--- config.mk ---
export PLATFORM = sky130hd
export DESIGN_NAME = vga_fb_arbiter
export DESIGN_NICKNAME = d
export VERILOG_FILES = /design/src/rtl/vga_fb_arbiter.sv
export SDC_FILE = /design/constraint.sdc
export NUM_CORES = 1
export LEC_CHECK = 0
export ABC_AREA = 1
export BUFFER_PORTS_ARGS = -buffer_cell sky130_fd_sc_hd__buf_2
export CAP_MARGIN = 0
export CORE_UTILIZATION = 35
export CTS_BUF_LIST = sky130_fd_sc_hd__clkbuf_4 sky130_fd_sc_hd__clkbuf_8
export DETAILED_ROUTE_END_ITERATION = 10
export PLACE_DENSITY = 0.68
export RECOVER_POWER = 25
export SLEW_MARGIN = 0
export SYNTH_ARGS = -nofsm -noshare
export SYNTH_HDL_FRONTEND = slang
export SYNTH_SLANG_ARGS = --single-unit
export TNS_END_PERCENT = 20
--- constraint.sdc ---
create_clock -name clk -period 4.8 [get_ports clk]
set_input_delay 1.44 -clock clk [delete_from_list [all_inputs] [get_ports clk]]
set_output_delay 1.44 -clock clk [all_outputs]
set_load 0.005 [all_outputs]
--- src/rtl/vga_fb_arbiter.sv ---
// vga_fb_arbiter: shares one single-port framebuffer RAM between VGA
// scan-out (each word shown as a 4x4 pixel block) and a host write port.
//
// Ports:
//   clk, rst_n          pixel clock, async active-low reset
//   de_n, vsync_n       active-low display enable / vertical sync
//   wr_valid/addr/data  host write request, held until wr_ready
//   wr_ready            low only in display-read cycles
//   mem_*               single-port RAM (rdata valid one cycle after read)
//   pix_rgb, pix_de_n   registered pixel and delayed enable
//   addr_err            sticky flag for dropped out-of-range writes
module vga_fb_arbiter #(
  parameter int unsigned H_PIX   = 640,
  parameter int unsigned V_LINES = 480,
  parameter int unsigned FB_W    = 160,
  parameter int unsigned FB_H    = 120,
  parameter int unsigned AW      = 15,
  parameter int unsigned DW      = 12
) (
  input  logic          clk,
  input  logic          rst_n,
  input  logic          de_n,
  input  logic          vsync_n,
  input  logic          wr_valid,
  input  logic [AW-1:0] wr_addr,
  input  logic [DW-1:0] wr_data,
  output logic          wr_ready,
  output logic          mem_en,
  output logic          mem_we,
  output logic [AW-1:0] mem_addr,
  output logic [DW-1:0] mem_wdata,
  input  logic [DW-1:0] mem_rdata,
  output logic [DW-1:0] pix_rgb,
  output logic          pix_de_n,
  output logic          addr_err
);

  localparam int unsigned CW   = $clog2(H_PIX);
  localparam int unsigned RW   = $clog2(V_LINES);
  localparam int unsigned FB_N = FB_W * FB_H;

  logic [CW-1:0] r_col;
  logic [RW-1:0] r_row;
  logic          r_pend;
  logic          r_sync;
  logic          r_de_q;
  logic          r_rd_q;
  logic [DW-1:0] r_n;
  logic [DW-1:0] r_g;
  logic [DW-1:0] r_pix;
  logic          r_pix_de_n;
  logic          r_err;

  logic          w_line_end;
  logic [CW-3:0] w_grp_idx;
  logic          w_grp_rd;
  logic          w_pre_rd;
  logic          w_rd;
  logic [AW-1:0] w_grp;
  logic [AW-1:0] w_line;
  logic [AW-1:0] w_base;
  logic [AW-1:0] w_rd_addr;
  logic          w_acc;
  logic          w_inr;

  assign w_line_end = de_n & ~r_de_q;
  assign w_grp_idx  = r_col[CW-1:2];

  // Fetch the next group one pixel into the current group so it lands
  // in N before the group boundary; disabled until the scan position
  // is known after reset.
  assign w_grp_rd = ~de_n & r_sync
                  & (r_col[1:0] == 2'd1)
                  & (32'(w_grp_idx) < FB_W - 1);

  // Group 0 of the coming line is fetched in horizontal blanking.
  assign w_pre_rd = de_n & r_de_q & r_pend;
  assign w_rd     = w_grp_rd | w_pre_rd;

  assign w_grp  = w_grp_rd ? AW'(w_grp_idx) + AW'(1) : '0;
  assign w_line = AW'(r_row >> 2);

  // Row base = line * FB_W as a sum of shifted copies.
  always_comb begin
    w_base = '0;
    for (int b = 0; b < int'(AW); b++) begin
      if (((FB_W >> b) & 32'd1) != 0) begin
        w_base = w_base + (w_line << b);
      end
    end
  end

  assign w_rd_addr = w_base + w_grp;

  assign wr_ready = rst_n & ~w_rd;
  assign w_acc    = wr_valid & wr_ready;
  assign w_inr    = 32'(wr_addr) < FB_N;

  always_comb begin
    mem_en    = 1'b0;
    mem_we    = 1'b0;
    mem_addr  = '0;
    mem_wdata = wr_data;
    if (w_rd) begin
      mem_en   = 1'b1;
      mem_addr = w_rd_addr;
    end else if (w_acc && w_inr) begin
      mem_en   = 1'b1;
      mem_we   = 1'b1;
      mem_addr = wr_addr;
    end
  end

  always_ff @(posedge clk or negedge rst_n) begin
    if (!rst_n) begin
      r_col      <= '0;
      r_row      <= '0;
      r_pend     <= 1'b0;
      r_sync     <= 1'b0;
      r_de_q     <= 1'b0;
      r_rd_q     <= 1'b0;
      r_n        <= '0;
      r_g        <= '0;
      r_pix      <= '0;
      r_pix_de_n <= 1'b1;
      r_err      <= 1'b0;
    end else begin
      r_de_q     <= de_n;
      r_rd_q     <= w_rd;
      r_pix_de_n <= de_n;

      if (r_rd_q) begin
        r_n <= mem_rdata;
      end

      if (w_acc && !w_inr) begin
        r_err <= 1'b1;
      end

      if (!vsync_n) begin
        r_col  <= '0;
        r_row  <= '0;
        r_pend <= 1'b1;
        r_sync <= 1'b1;
      end else if (w_line_end) begin
        r_col  <= '0;
        r_pend <= 1'b1;
        r_sync <= 1'b1;
        if (r_row == RW'(V_LINES - 1)) begin
          r_row <= '0;
        end else begin
          r_row <= r_row + 1'b1;
        end
      end else begin
        if (!de_n) begin
          r_col <= r_col + 1'b1;
        end
        if (w_pre_rd) begin
          r_pend <= 1'b0;
        end
      end

      if (!de_n) begin
        if (r_col[1:0] == 2'd0) begin
          r_g   <= r_n;
          r_pix <= r_n;
        end else begin
          r_pix <= r_g;
        end
      end else begin
        r_pix <= '0;
      end
    end
  end

  assign pix_rgb  = r_pix;
  assign pix_de_n = r_pix_de_n;
  assign addr_err = r_err;

endmodule

==> flow_summary.yaml <==
setup_path:
  worst-r2r-cell-count: 11
  r2r_slack_ps: 2840
  crit_buf_inv: 4
  path_common_cell: "sky130_fd_sc_hd__nand2_1"
  crit_path_start_kind: "primary input"
  critical_path.cell_chain: "buf_8, inv_4, and3_4, nand3_4, o21bai_4, fa_1, inv_1, ha_1, nand3_1, nand2_2, nand4_1, nand2_1, nand2_1, nand3_1, nand2_1, buf_2"
  worstPathMaxFanout: 4
  cp-end-kind: "output pin"
  cpMaxStageDelayCell: "sky130_fd_sc_hd__fa_1"
  critical_path_arrival_ps: 3540
  cp_top_family: "simple AND/OR/NAND/NOR gates"
  timing.setup.critical_path_class: "in -> out"
  r2r_end: "addr_err"
  critical-path-max-stage-delay_ps: 530
  critical_path.reg2reg.startpoint: "r_col[2]"
  data_required_time_at_the_worst_endpoint_ps: 3360
detailed_routing:
  routedWlPerCell_um: 12.1
  drt_wl_total_um: 7390
  drt_iter0_markers: 178
  vias_per_cell: 4.81
  ant_nets: 0
  drt_first_pass_iters: 4
  detailroute.via_count: 2933
  post-route-drc-count: 0
power:
  power.ir.vdd_worst_v: 0.000245
  finalPower_mw: 1.30
  power.density_cell_area_mw_per_mm2: 307
  p_leak_nw: 2.12
synthesis:
  synth_cells: 408
  synth.yosys.seq_area_share: 0.434
  yosysTopAreaCell: "sky130_fd_sc_hd__dfrtp_1"
  synth_area_mm2: 0.00352
  synthesis.nets: 472
  synth.top_cells.by_area: "sky130_fd_sc_hd__dfrtp_1 43%, sky130_fd_sc_hd__nand2_1 7.8%, sky130_fd_sc_hd__ha_1 6.0%, sky130_fd_sc_hd__o21ai_0 5.8%, sky130_fd_sc_hd__nor2_1 4.2%"
  postSynthAreaPerCell_um2: 8.62
  synth.yosys.warnings: 0
  synth_largest_type_area_fraction: 0.427
  synth-seq-cells: 61
  netlist-cell-type-count: 40
floorplanning:
  initial_core_utilization: 0.360
  die_x_um: 102
  io_pins: 88
  floorplan.die_area_mm2: 0.0105
  std_cell_rows: 36
  placeable_core_area_mm2: 0.00977
  dieHeight_um: 102
timing:
  time_the_worst_path_needs_with_i_o_delays_and_setup_ps: 4980
  finalMaxSlewViolations: 0
  worstMarginPinSlew_ps: 1460
  max_freq_mhz: 201
  hold_ws_ps: 468
  setup_viol: 8
  final_hold_viol_count: 0
  final.period_utilization: 1.04
  fin_worst_skew_ps: 7.46
  relSlewSlack: 0.0248
  post-route-worst-setup-slack_ps: -181
  rsz0062_at_grt: "true"
min_path:
  timing.hold.worst.start: "addr_err"
  min_delay_path_depth: 2
  destination_of_the_worst_hold_path: "addr_err"
  worstHoldPathType: "reg -> reg"
clock_network:
  cts_max_path_buffers: 2
  cts_tree: "built"
  clkSinkCount: 61
  worst_setup_hold_path_clk_slew_ps: 70
  cts-buffers-inserted: 9
  clk_latency_ps: 330
  htree_levels: 3
  cts.root.buffer_cell: "sky130_fd_sc_hd__clkbuf_8"
run:
  drv_cap: 0
place:
  dp.final_hpwl_um: 5490
  pre_cts_ws_ps: -328
  gp_congestion: 0.812
  dpl-instance-area_mm2: 0.00395
  numPortBuffers: 63
grt:
  grt_antenna_before_repair: 0
  grt_pass1_wl_um: 12400
  grt_max_degree: 62
  grtUsageTotal: 0.154
  via_count_of_the_first_global_routing_pass: 2799
  overflow: 0
layout:
  most-common-layout-cells: "70 x sky130_fd_sc_hd__nand2_1, 61 x sky130_fd_sc_hd__buf_2, 60 x sky130_fd_sc_hd__dfrtp_1"
  final_net_count: 536
  areaGrowthSynthToFinish_pct: 20.1
  fin_area_mm2: 0.00423
  antenna-diode-count: 0
  final_layout_size_suffix_gt1_frac: 0.291
  mostFrequentLayoutCell: "sky130_fd_sc_hd__nand2_1"
outcome:
  outcome: "complete, but fails checks"
  failing_checks: "setup timing"
[sequential cells by signal (all words and copies together), names as in the netlist]
name	cells
r_g	12
pix_de_n	1
r_pend	1
pix_rgb	12
addr_err	1
r_row	9
r_rd_q	1
r_sync	1
r_de_q	1
r_n	12
r_col	10
[area by class of cell]
cell class                      count  area, um2
Clock inverter                      4       72.6
Sequential cell                    61       1530
Inverter                           39        149
Multi-Input combinational cell    286       1750
Timing Repair Buffer               75        412
Fill cell                         972       5550
Clock buffer                       12        153
Tap cell                          133        166
[metal layers]
layer  vias to the layer above  wire [um]  GRT usage
met5                         -          0          0
li1                       1474          -          -
met4                         0        100     0.0593
met1                      1344       3610      0.205
met3                        11        467     0.0404
met2                       104       3200      0.241
[what timing repair did]
item | in CTS | in global routing
setup endpoints to repair | 8 | 8
setup buffers | 1 | 0
hold buffers | 0 | 0
gates resized for setup | 8 | 5
pin swaps | 7 | 4
[cell usage after synthesis, drive strengths merged]
library cell / number
o21ai: 42
dfrtp: 60
nand3b: 1
a211oi: 1
nand4: 9
and3: 1
dfstp: 1
fa: 3
nor3: 7
buf: 18
a21oi: 18
nand3: 40
mux2: 12
nor2: 41
inv: 39
and2: 1
nor4: 1
xor2: 3
or2: 6
a22oi: 2
clkbuf: 4
a21boi: 1
o31ai: 1
ha: 17
nand2: 75
a31oi: 1
o21a: 1
o21bai: 1
conb: 1
[worst max path at each step]
stage / endpoint / from / cells past startpoint / slack (ps)
after floorplan: mem_addr[13] / de_n / 14 / -30
final: mem_addr[13] / de_n / 16 / -180
after global routing: mem_addr[13] / de_n / 16 / -310
after CTS: mem_addr[13] / de_n / 16 / -180
after global placement: mem_addr[13] / de_n / 16 / -290
after detailed placement: mem_addr[13] / de_n / 16 / -330
[per-stage QoR]
stage	util	cells	setup TNS, ps
2_1_floorplan	-	408	-70.4
3_3_place_gp	0.404	593	-1710
3_5_place_dp	0.404	593	-2010
4_1_cts	0.431	610	-977
5_1_grt	0.432	610	-1880
6_report	0.432	610	-877
[kinds of logic (layout without fill, tap and decap cells)]
group / Yosys count / after routing / share of synthesized area
other cells: 1 / 1 / 0.00107
xor+xnor: 3 / 3 / 0.00747
simple gates: 182 / 182 / 0.255
buf+inv: 61 / 130 / 0.0843
mux: 12 / 12 / 0.0384
flops: 61 / 61 / 0.434
fa+ha+maj: 20 / 20 / 0.0776
compound gates: 68 / 68 / 0.102
[report_power, final]
group | switching (mW) | leakage (nW) | internal, mW
combinational | 0.0963 | 1.24 | 0.0774
clock | 0.196 | 0.113 | 0.317
sequential | 0.0318 | 0.766 | 0.577
total | 0.324 | 2.12 | 0.972
[worst reg2reg max path, delay by kind of cell (launching register included)]
kind	cells	cell delay (ps)
simple gates	8	1040
flops	1	430
fa+ha+maj	1	230
buf+inv	2	220
Note: power is estimated with default switching activity, not from simulation.
